<file path="config.mk">
export PLATFORM = sky130hd
export DESIGN_NAME = uart_rx_core
export DESIGN_NICKNAME = d
export VERILOG_FILES = /design/src/rtl/uart_rx_core.sv
export SDC_FILE = /design/constraint.sdc
export NUM_CORES = 1
export LEC_CHECK = 0
export CAP_MARGIN = 25
export CORE_MARGIN = 1.5
export CORE_UTILIZATION = 40
export DETAILED_ROUTE_END_ITERATION = 8
export HOLD_SLACK_MARGIN = 0.08
export PLACE_DENSITY = 0.61
export SLEW_MARGIN = 20
export SYNTH_ARGS = -nofsm -noshare
export SYNTH_HDL_FRONTEND = slang
export SYNTH_SLANG_ARGS = --single-unit
</file>
<file path="constraint.sdc">
create_clock -name clk_100m_i -period 2.8 [get_ports clk_100m_i]
set_clock_uncertainty 0.15 [all_clocks]
set_input_delay 0.56 -clock clk_100m_i [delete_from_list [all_inputs] [get_ports clk_100m_i]]
set_output_delay 0.56 -clock clk_100m_i [all_outputs]
set_load 0.005 [all_outputs]
</file>
<file path="src/rtl/uart_rx_core.sv">
`timescale 1ns/1ps
// -----------------------------------------------------------------------------
// uart_rx_core
//   Serial receive stage of the UART peripheral. The asynchronous rx pin is
//   synchronised, 8N1 frames are recovered by sampling each bit in the middle
//   of its bit period, and a good byte is held in a one-deep holding register.
//   The register block reads data_o and acknowledges with rd_ack_i.
//
//   Optional feature: define UART_RX_PARITY_EN to receive 8E1 frames. A ninth
//   bit is then checked for even parity. A mismatch raises parity_err_o and
//   discards the byte. The stop bit is still checked. Without the macro,
//   parity_err_o is tied to 0.
//
// Parameters
//   CLK_FREQ_HZ   system clock frequency
//   BAUD_RATE     line rate; CLKS_PER_BIT = CLK_FREQ_HZ / BAUD_RATE
//   SYNC_STAGES   synchroniser depth on rx_i (>= 2)
//
// Ports
//   clk_100m_i    in   system clock, rising edge
//   rst_i         in   asynchronous active-high reset
//   rx_i          in   serial line, idle high
//   rd_ack_i      in   1-cycle pulse, consumer has taken data_o
//   clr_err_i     in   1-cycle pulse, clears the sticky error flags
//   data_o        out  holding register, LSB = first data bit on the line
//   data_valid_o  out  holding register full
//   rx_busy_o     out  receiver not idle
//   frame_err_o   out  sticky, stop bit sampled low
//   overrun_o     out  sticky, good byte arrived while holding register full
//   parity_err_o  out  sticky, parity mismatch (0 without UART_RX_PARITY_EN)
// -----------------------------------------------------------------------------
module uart_rx_core #(
  parameter int CLK_FREQ_HZ = 100_000_000,
  parameter int BAUD_RATE   = 9600,
  parameter int SYNC_STAGES = 2
) (
  input  logic       clk_100m_i,
  input  logic       rst_i,
  input  logic       rx_i,
  input  logic       rd_ack_i,
  input  logic       clr_err_i,
  output logic [7:0] data_o,
  output logic       data_valid_o,
  output logic       rx_busy_o,
  output logic       frame_err_o,
  output logic       overrun_o,
  output logic       parity_err_o
);

  localparam int CLKS_PER_BIT = CLK_FREQ_HZ / BAUD_RATE;
  localparam int CNT_W        = $clog2(CLKS_PER_BIT);

  // Last count of a full bit period, and of the half period used to reach
  // the middle of the start bit.
  localparam logic [CNT_W-1:0] BIT_LAST  = CNT_W'(CLKS_PER_BIT - 1);
  localparam logic [CNT_W-1:0] HALF_LAST = CNT_W'(CLKS_PER_BIT / 2 - 1);

  localparam logic [2:0] ST_IDLE      = 3'd0;
  localparam logic [2:0] ST_START     = 3'd1;
  localparam logic [2:0] ST_DATA      = 3'd2;
  localparam logic [2:0] ST_STOP      = 3'd3;
  localparam logic [2:0] ST_WAIT_HIGH = 3'd4;
`ifdef UART_RX_PARITY_EN
  localparam logic [2:0] ST_PARITY    = 3'd5;

  function automatic logic even_parity(input logic [7:0] b);
    return ^b;
  endfunction
`endif

  // Sticky flag update. A new error in the same cycle as a clear keeps the
  // flag set.
  function automatic logic sticky(input logic set, input logic clr, input logic q);
    if (set)
      return 1'b1;
    else if (clr)
      return 1'b0;
    else
      return q;
  endfunction

  logic [SYNC_STAGES-1:0] sync_q;
  logic                   rx_s;

  logic [2:0]             state_q;
  logic [CNT_W-1:0]       baud_cnt_q;
  logic [2:0]             bit_idx_q;
  logic [7:0]             shift_q;
  logic                   par_bad_q;

  logic                   bit_tick;
  logic                   stop_sample;
  logic                   frame_err_set;
  logic                   byte_good;
  logic                   overrun_set;

  logic                   vld_p0;
  logic [7:0]             data_p0;

  // ---- input synchroniser ----------------------------------------------------
  // The flops are preset to 1 so that reset looks like an idle line and does
  // not create a false start bit.
  always_ff @(posedge clk_100m_i or posedge rst_i) begin
    if (rst_i)
      sync_q <= '1;
    else
      sync_q <= {sync_q[SYNC_STAGES-2:0], rx_i};
  end

  assign rx_s = sync_q[SYNC_STAGES-1];

  assign bit_tick      = (baud_cnt_q == BIT_LAST);
  assign stop_sample   = (state_q == ST_STOP) && bit_tick;
  assign frame_err_set = stop_sample && !rx_s;
  assign byte_good     = stop_sample && rx_s && !par_bad_q;
  assign rx_busy_o     = (state_q != ST_IDLE);

  // ---- frame recovery FSM ----------------------------------------------------
  always_ff @(posedge clk_100m_i or posedge rst_i) begin
    if (rst_i) begin
      state_q    <= ST_IDLE;
      baud_cnt_q <= '0;
      bit_idx_q  <= '0;
    end else begin
      case (state_q)
        ST_IDLE: begin
          if (!rx_s) begin
            state_q    <= ST_START;
            baud_cnt_q <= '0;
            bit_idx_q  <= '0;
          end
        end
        ST_START: begin
          // A line that is high again at mid start bit was a glitch.
          if (baud_cnt_q == HALF_LAST) begin
            baud_cnt_q <= '0;
            state_q    <= rx_s ? ST_IDLE : ST_DATA;
          end else begin
            baud_cnt_q <= baud_cnt_q + CNT_W'(1);
          end
        end
        ST_DATA: begin
          if (bit_tick) begin
            baud_cnt_q <= '0;
            if (bit_idx_q == 3'd7) begin
              bit_idx_q <= '0;
`ifdef UART_RX_PARITY_EN
              state_q   <= ST_PARITY;
`else
              state_q   <= ST_STOP;
`endif
            end else begin
              bit_idx_q <= bit_idx_q + 3'd1;
            end
          end else begin
            baud_cnt_q <= baud_cnt_q + CNT_W'(1);
          end
        end
`ifdef UART_RX_PARITY_EN
        ST_PARITY: begin
          if (bit_tick) begin
            baud_cnt_q <= '0;
            state_q    <= ST_STOP;
          end else begin
            baud_cnt_q <= baud_cnt_q + CNT_W'(1);
          end
        end
`endif
        ST_STOP: begin
          // Leaving at mid stop bit leaves half a bit to catch the next
          // start edge of back-to-back frames.
          if (bit_tick) begin
            baud_cnt_q <= '0;
            state_q    <= rx_s ? ST_IDLE : ST_WAIT_HIGH;
          end else begin
            baud_cnt_q <= baud_cnt_q + CNT_W'(1);
          end
        end
        ST_WAIT_HIGH: begin
          // A held-low line (break) must go high before a new frame can start.
          if (rx_s)
            state_q <= ST_IDLE;
        end
        default: begin
          state_q    <= ST_IDLE;
          baud_cnt_q <= '0;
          bit_idx_q  <= '0;
        end
      endcase
    end
  end

  always_ff @(posedge clk_100m_i) begin
    if ((state_q == ST_DATA) && bit_tick)
      shift_q <= {rx_s, shift_q[7:1]};
  end

`ifdef UART_RX_PARITY_EN
  logic parity_err_set;

  assign parity_err_set = (state_q == ST_PARITY) && bit_tick &&
                          (rx_s != even_parity(shift_q));

  // Remembers a parity failure until the stop bit decides the frame's fate.
  always_ff @(posedge clk_100m_i or posedge rst_i) begin
    if (rst_i)
      par_bad_q <= 1'b0;
    else if ((state_q == ST_IDLE) && !rx_s)
      par_bad_q <= 1'b0;
    else if (parity_err_set)
      par_bad_q <= 1'b1;
  end

  always_ff @(posedge clk_100m_i or posedge rst_i) begin
    if (rst_i)
      parity_err_o <= 1'b0;
    else
      parity_err_o <= sticky(parity_err_set, clr_err_i, parity_err_o);
  end
`else
  assign par_bad_q    = 1'b0;
  assign parity_err_o = 1'b0;
`endif

  // ---- stage p0: completed byte ---------------------------------------------
  always_ff @(posedge clk_100m_i or posedge rst_i) begin
    if (rst_i)
      vld_p0 <= 1'b0;
    else
      vld_p0 <= byte_good;
  end

  always_ff @(posedge clk_100m_i) begin
    if (byte_good)
      data_p0 <= shift_q;
  end

  // ---- stage p1: holding register and sticky flags --------------------------
  // An acknowledge in the completion cycle frees the register in time for the
  // new byte, so that case loads without an overrun.
  assign overrun_set = vld_p0 && data_valid_o && !rd_ack_i;

  always_ff @(posedge clk_100m_i or posedge rst_i) begin
    if (rst_i) begin
      data_o       <= 8'h00;
      data_valid_o <= 1'b0;
    end else if (vld_p0 && (!data_valid_o || rd_ack_i)) begin
      data_o       <= data_p0;
      data_valid_o <= 1'b1;
    end else if (!vld_p0 && rd_ack_i) begin
      data_valid_o <= 1'b0;
    end
  end

  always_ff @(posedge clk_100m_i or posedge rst_i) begin
    if (rst_i) begin
      frame_err_o <= 1'b0;
      overrun_o   <= 1'b0;
    end else begin
      frame_err_o <= sticky(frame_err_set, clr_err_i, frame_err_o);
      overrun_o   <= sticky(overrun_set, clr_err_i, overrun_o);
    end
  end

endmodule

</file>
==> out/metrics.yaml <==
outcome: "finished, final reports clean"
cpMaxStageDelayCell: "dfrtp_1"
yosysUniqueCellTypes: 50
ys.flop_type: "dfrtp_1"
synth-edff-count: 16
cts_resized: 0
crit_chain: "or3_1, clkdlybuf4s50_1"
peakVddDrop_uv: 277
cts_max_level: 2
gp_congestion: 0.964
grt_pass1_vias: 1457
core-area_sq_um: 5440
synthTopCellsByCount: "dfrtp_1, edfxtp_1, nand2_1"
rsz0062_at_grt: "no"
cts_tree: "done"
postCtsSetupBuffers: 0
clk_pin_slew_ns: 0.09
ios: 18
synthArstFlopShare: 0.680
path_class: "reg2out"
period_share: 0.858
max_cap_viol_count: 0
dr_total_vias: 1490
critPathLaunchType: "flop"
port-buffer-count: 16
grt_max_degree: 35
fin_crit_ns: 2.40
crit_path_end_kind: "output pin"
wl_per_cell_um: 14.8
setup_viol: 0
yosys-top-cells-area: "dfrtp_1, edfxtp_1, mux2_2"
grt_remaining_overflow: 0
die_area_sq_um: 6040
arrival_ns: 1.69
tns_ns: 0
fp.dieW_um: 77.7
synth_top_family_by_area: "simple AND/OR/NAND/NOR gates"
numClockSinks: 50
grt_pass1_wl_um: 6880
worstMarginPinSlew_ns: 0.661
synth-simple-area-share: 0.162
layout-drive-gt1-share: 0.194
leakagePower_nw: 1.09
dp_hpwl_um: 2910
fill_cells: 475
areaGrowthSynthToFinish_pct: 16.2
cts_hold_buf: 0
timing.slew.headroom: 0.557
antenna_found_initial: 0
seq_area_frac_synth: 0.597
final_core_util: 0.477
routed_via_density: 5.46
cts_buffer_depth: 2
netlist_area_sq_um: 2230
synth_compound_area_frac: 0.105
drc: 0
ys_warn_count: 0
hold_viol_final: 0
slowest_delay_ns: 0.52
drt_wl_total_um: 4040
synthAdderAreaFrac: 0.0224
clock.fmax_ghz: 0.416
crit_path_max_fanout: 13
antenna_left: 0
firstDrtPassIters: 4
synthCells: 177
synth_mux_area_frac: 0.0515
postSynthNetCount: 186
rows: 27
initial_core_util: 0.411
synth.avg_cell_area_sq_um: 12.6
die_h_um: 77.7
holdCritPathClass: "reg2reg"
crit_required_ns: 2.09
final_nets: 209
synth_xor_xnor_area_share: 0.0275
numCtsBuffers: 5
n_antenna_cell: 0
synth_top_area_share: 0.359
finalMaxSlewViolations: 0
p_per_area_nw_per_um2: 499
clk_latency_ns: 0.31
grt_use_total: 0.148
synth-seq-cells: 50
yosys.area.top_type: "dfrtp_1"
drtIter0Drc: 58
cts_root_buf: "clkbuf_8"
post-synth-top-count-cell: "dfrtp_1"
cell families (layout without fill, tap and decap cells):
group                    Yosys count  count (layout)
other                              1               1
flip-flops                        50              50
AO/OA/AOI/OAI                     31              31
AND/OR/NAND/NOR                   62              62
XOR/XNOR                           7               7
buffers and inverters             12              36
adder cells (fa/ha/maj)            4               4
multiplexers                      10              10
power by group:
| part | internal [W] | total, W | switching [W] |
|---|---|---|---|
| combinational | 0.00000648 | 0.0000182 | 0.0000117 |
| sequential | 0.000753 | 0.000754 | 0.00000173 |
| clock | 0.000272 | 0.000523 | 0.000251 |
| total | 0.00103 | 0.00130 | 0.000264 |
layout make-up:
cell class                      count  area (sq um)  share of cell area
Tap cell                           72          90.1              0.0347
Clock buffer                        5          68.8              0.0265
Multi-Input combinational cell    115           827               0.319
Timing Repair Buffer               22           205              0.0790
Inverter                            6          22.5             0.00867
Sequential cell                    50          1330               0.514
Clock inverter                      3          48.8              0.0188
metal layers:
layer,part of all wire,vias up,GRT usage
li1,-,687,-
met3,0.049,10,0.0400
met2,0.50,42,0.248
met4,0.020,0,0.0545
met1,0.43,751,0.183
met5,0,-,0
critical path, delay by kind of cell (launching register included):
family	cells	cell delay (ns)
and+or+nand+nor	1	0.42
buffers and inverters	1	0.45
DFF	1	0.52
registers in the layout, indices dropped and copies added, names as in the netlist:
name          count
data_p0           8
baud_cnt_q       14
shift_q           8
bit_idx_q         3
state_q           3
data_o            8
vld_p0            1
overrun_o         1
sync_q            2
frame_err_o       1
data_valid_o      1
through the flow:
step                      hold WS (ns)  total power, W  cells  setup WS, ns  cell area [sq um]
final                            0.212         0.00130    273         0.397               2600
after global routing             0.223         0.00134    273         0.258               2600
after CTS                        0.215         0.00131    273         0.381               2600
after detailed placement         0.197        0.000789    265         0.416               2480
after global placement           0.199        0.000788    265         0.451               2480
after floorplan                  0.195        0.000779    177         0.149               2230
layout by cell type (no fill, tap or decap), types with 2 or more instances in the layout:
cell / synthesis / layout
o211ai_1: 2 / 2
and2_1: 2 / 2
nand3_1: 6 / 6
or2_2: 2 / 2
inv_1: 6 / 6
a21o_1: 2 / 2
o21ai_2: 2 / 2
a22oi_1: 2 / 2
nand2b_1: 7 / 7
nor2_1: 8 / 8
a22o_1: 2 / 2
buf_4: 1 / 6
clkbuf_8: 0 / 5
xor2_1: 6 / 6
nand4_1: 6 / 6
nand2_1: 15 / 15
ha_1: 4 / 4
or3_1: 2 / 2
dfstp_2: 2 / 2
nor3_1: 3 / 3
clkdlybuf4s50_1: 0 / 16
a211o_2: 3 / 3
mux2_2: 8 / 8
dfrtp_1: 32 / 32
o21ai_1: 3 / 3
a21oi_1: 8 / 8
edfxtp_1: 16 / 16
path summary, 6_finish.rpt:
| kind | from | to | slack, ns | depth (start not counted) |
|---|---|---|---|---|
| min reg2reg | sync_q[0] | sync_q[1] | 0.21 | 0 |
| min in group asynchronous | rst_i | baud_cnt_q[7] | 0.50 | 3 |
| max in group asynchronous | rst_i | sync_q[0] | 1.65 | 3 |
| max reg2reg | baud_cnt_q[8] | state_q[0] | 0.41 | 5 |
| max | state_q[0] | rx_busy_o | 0.40 | 2 |
| min | sync_q[0] | sync_q[1] | 0.21 | 0 |
No activity file was read; power rests on OpenSTA's default activity.
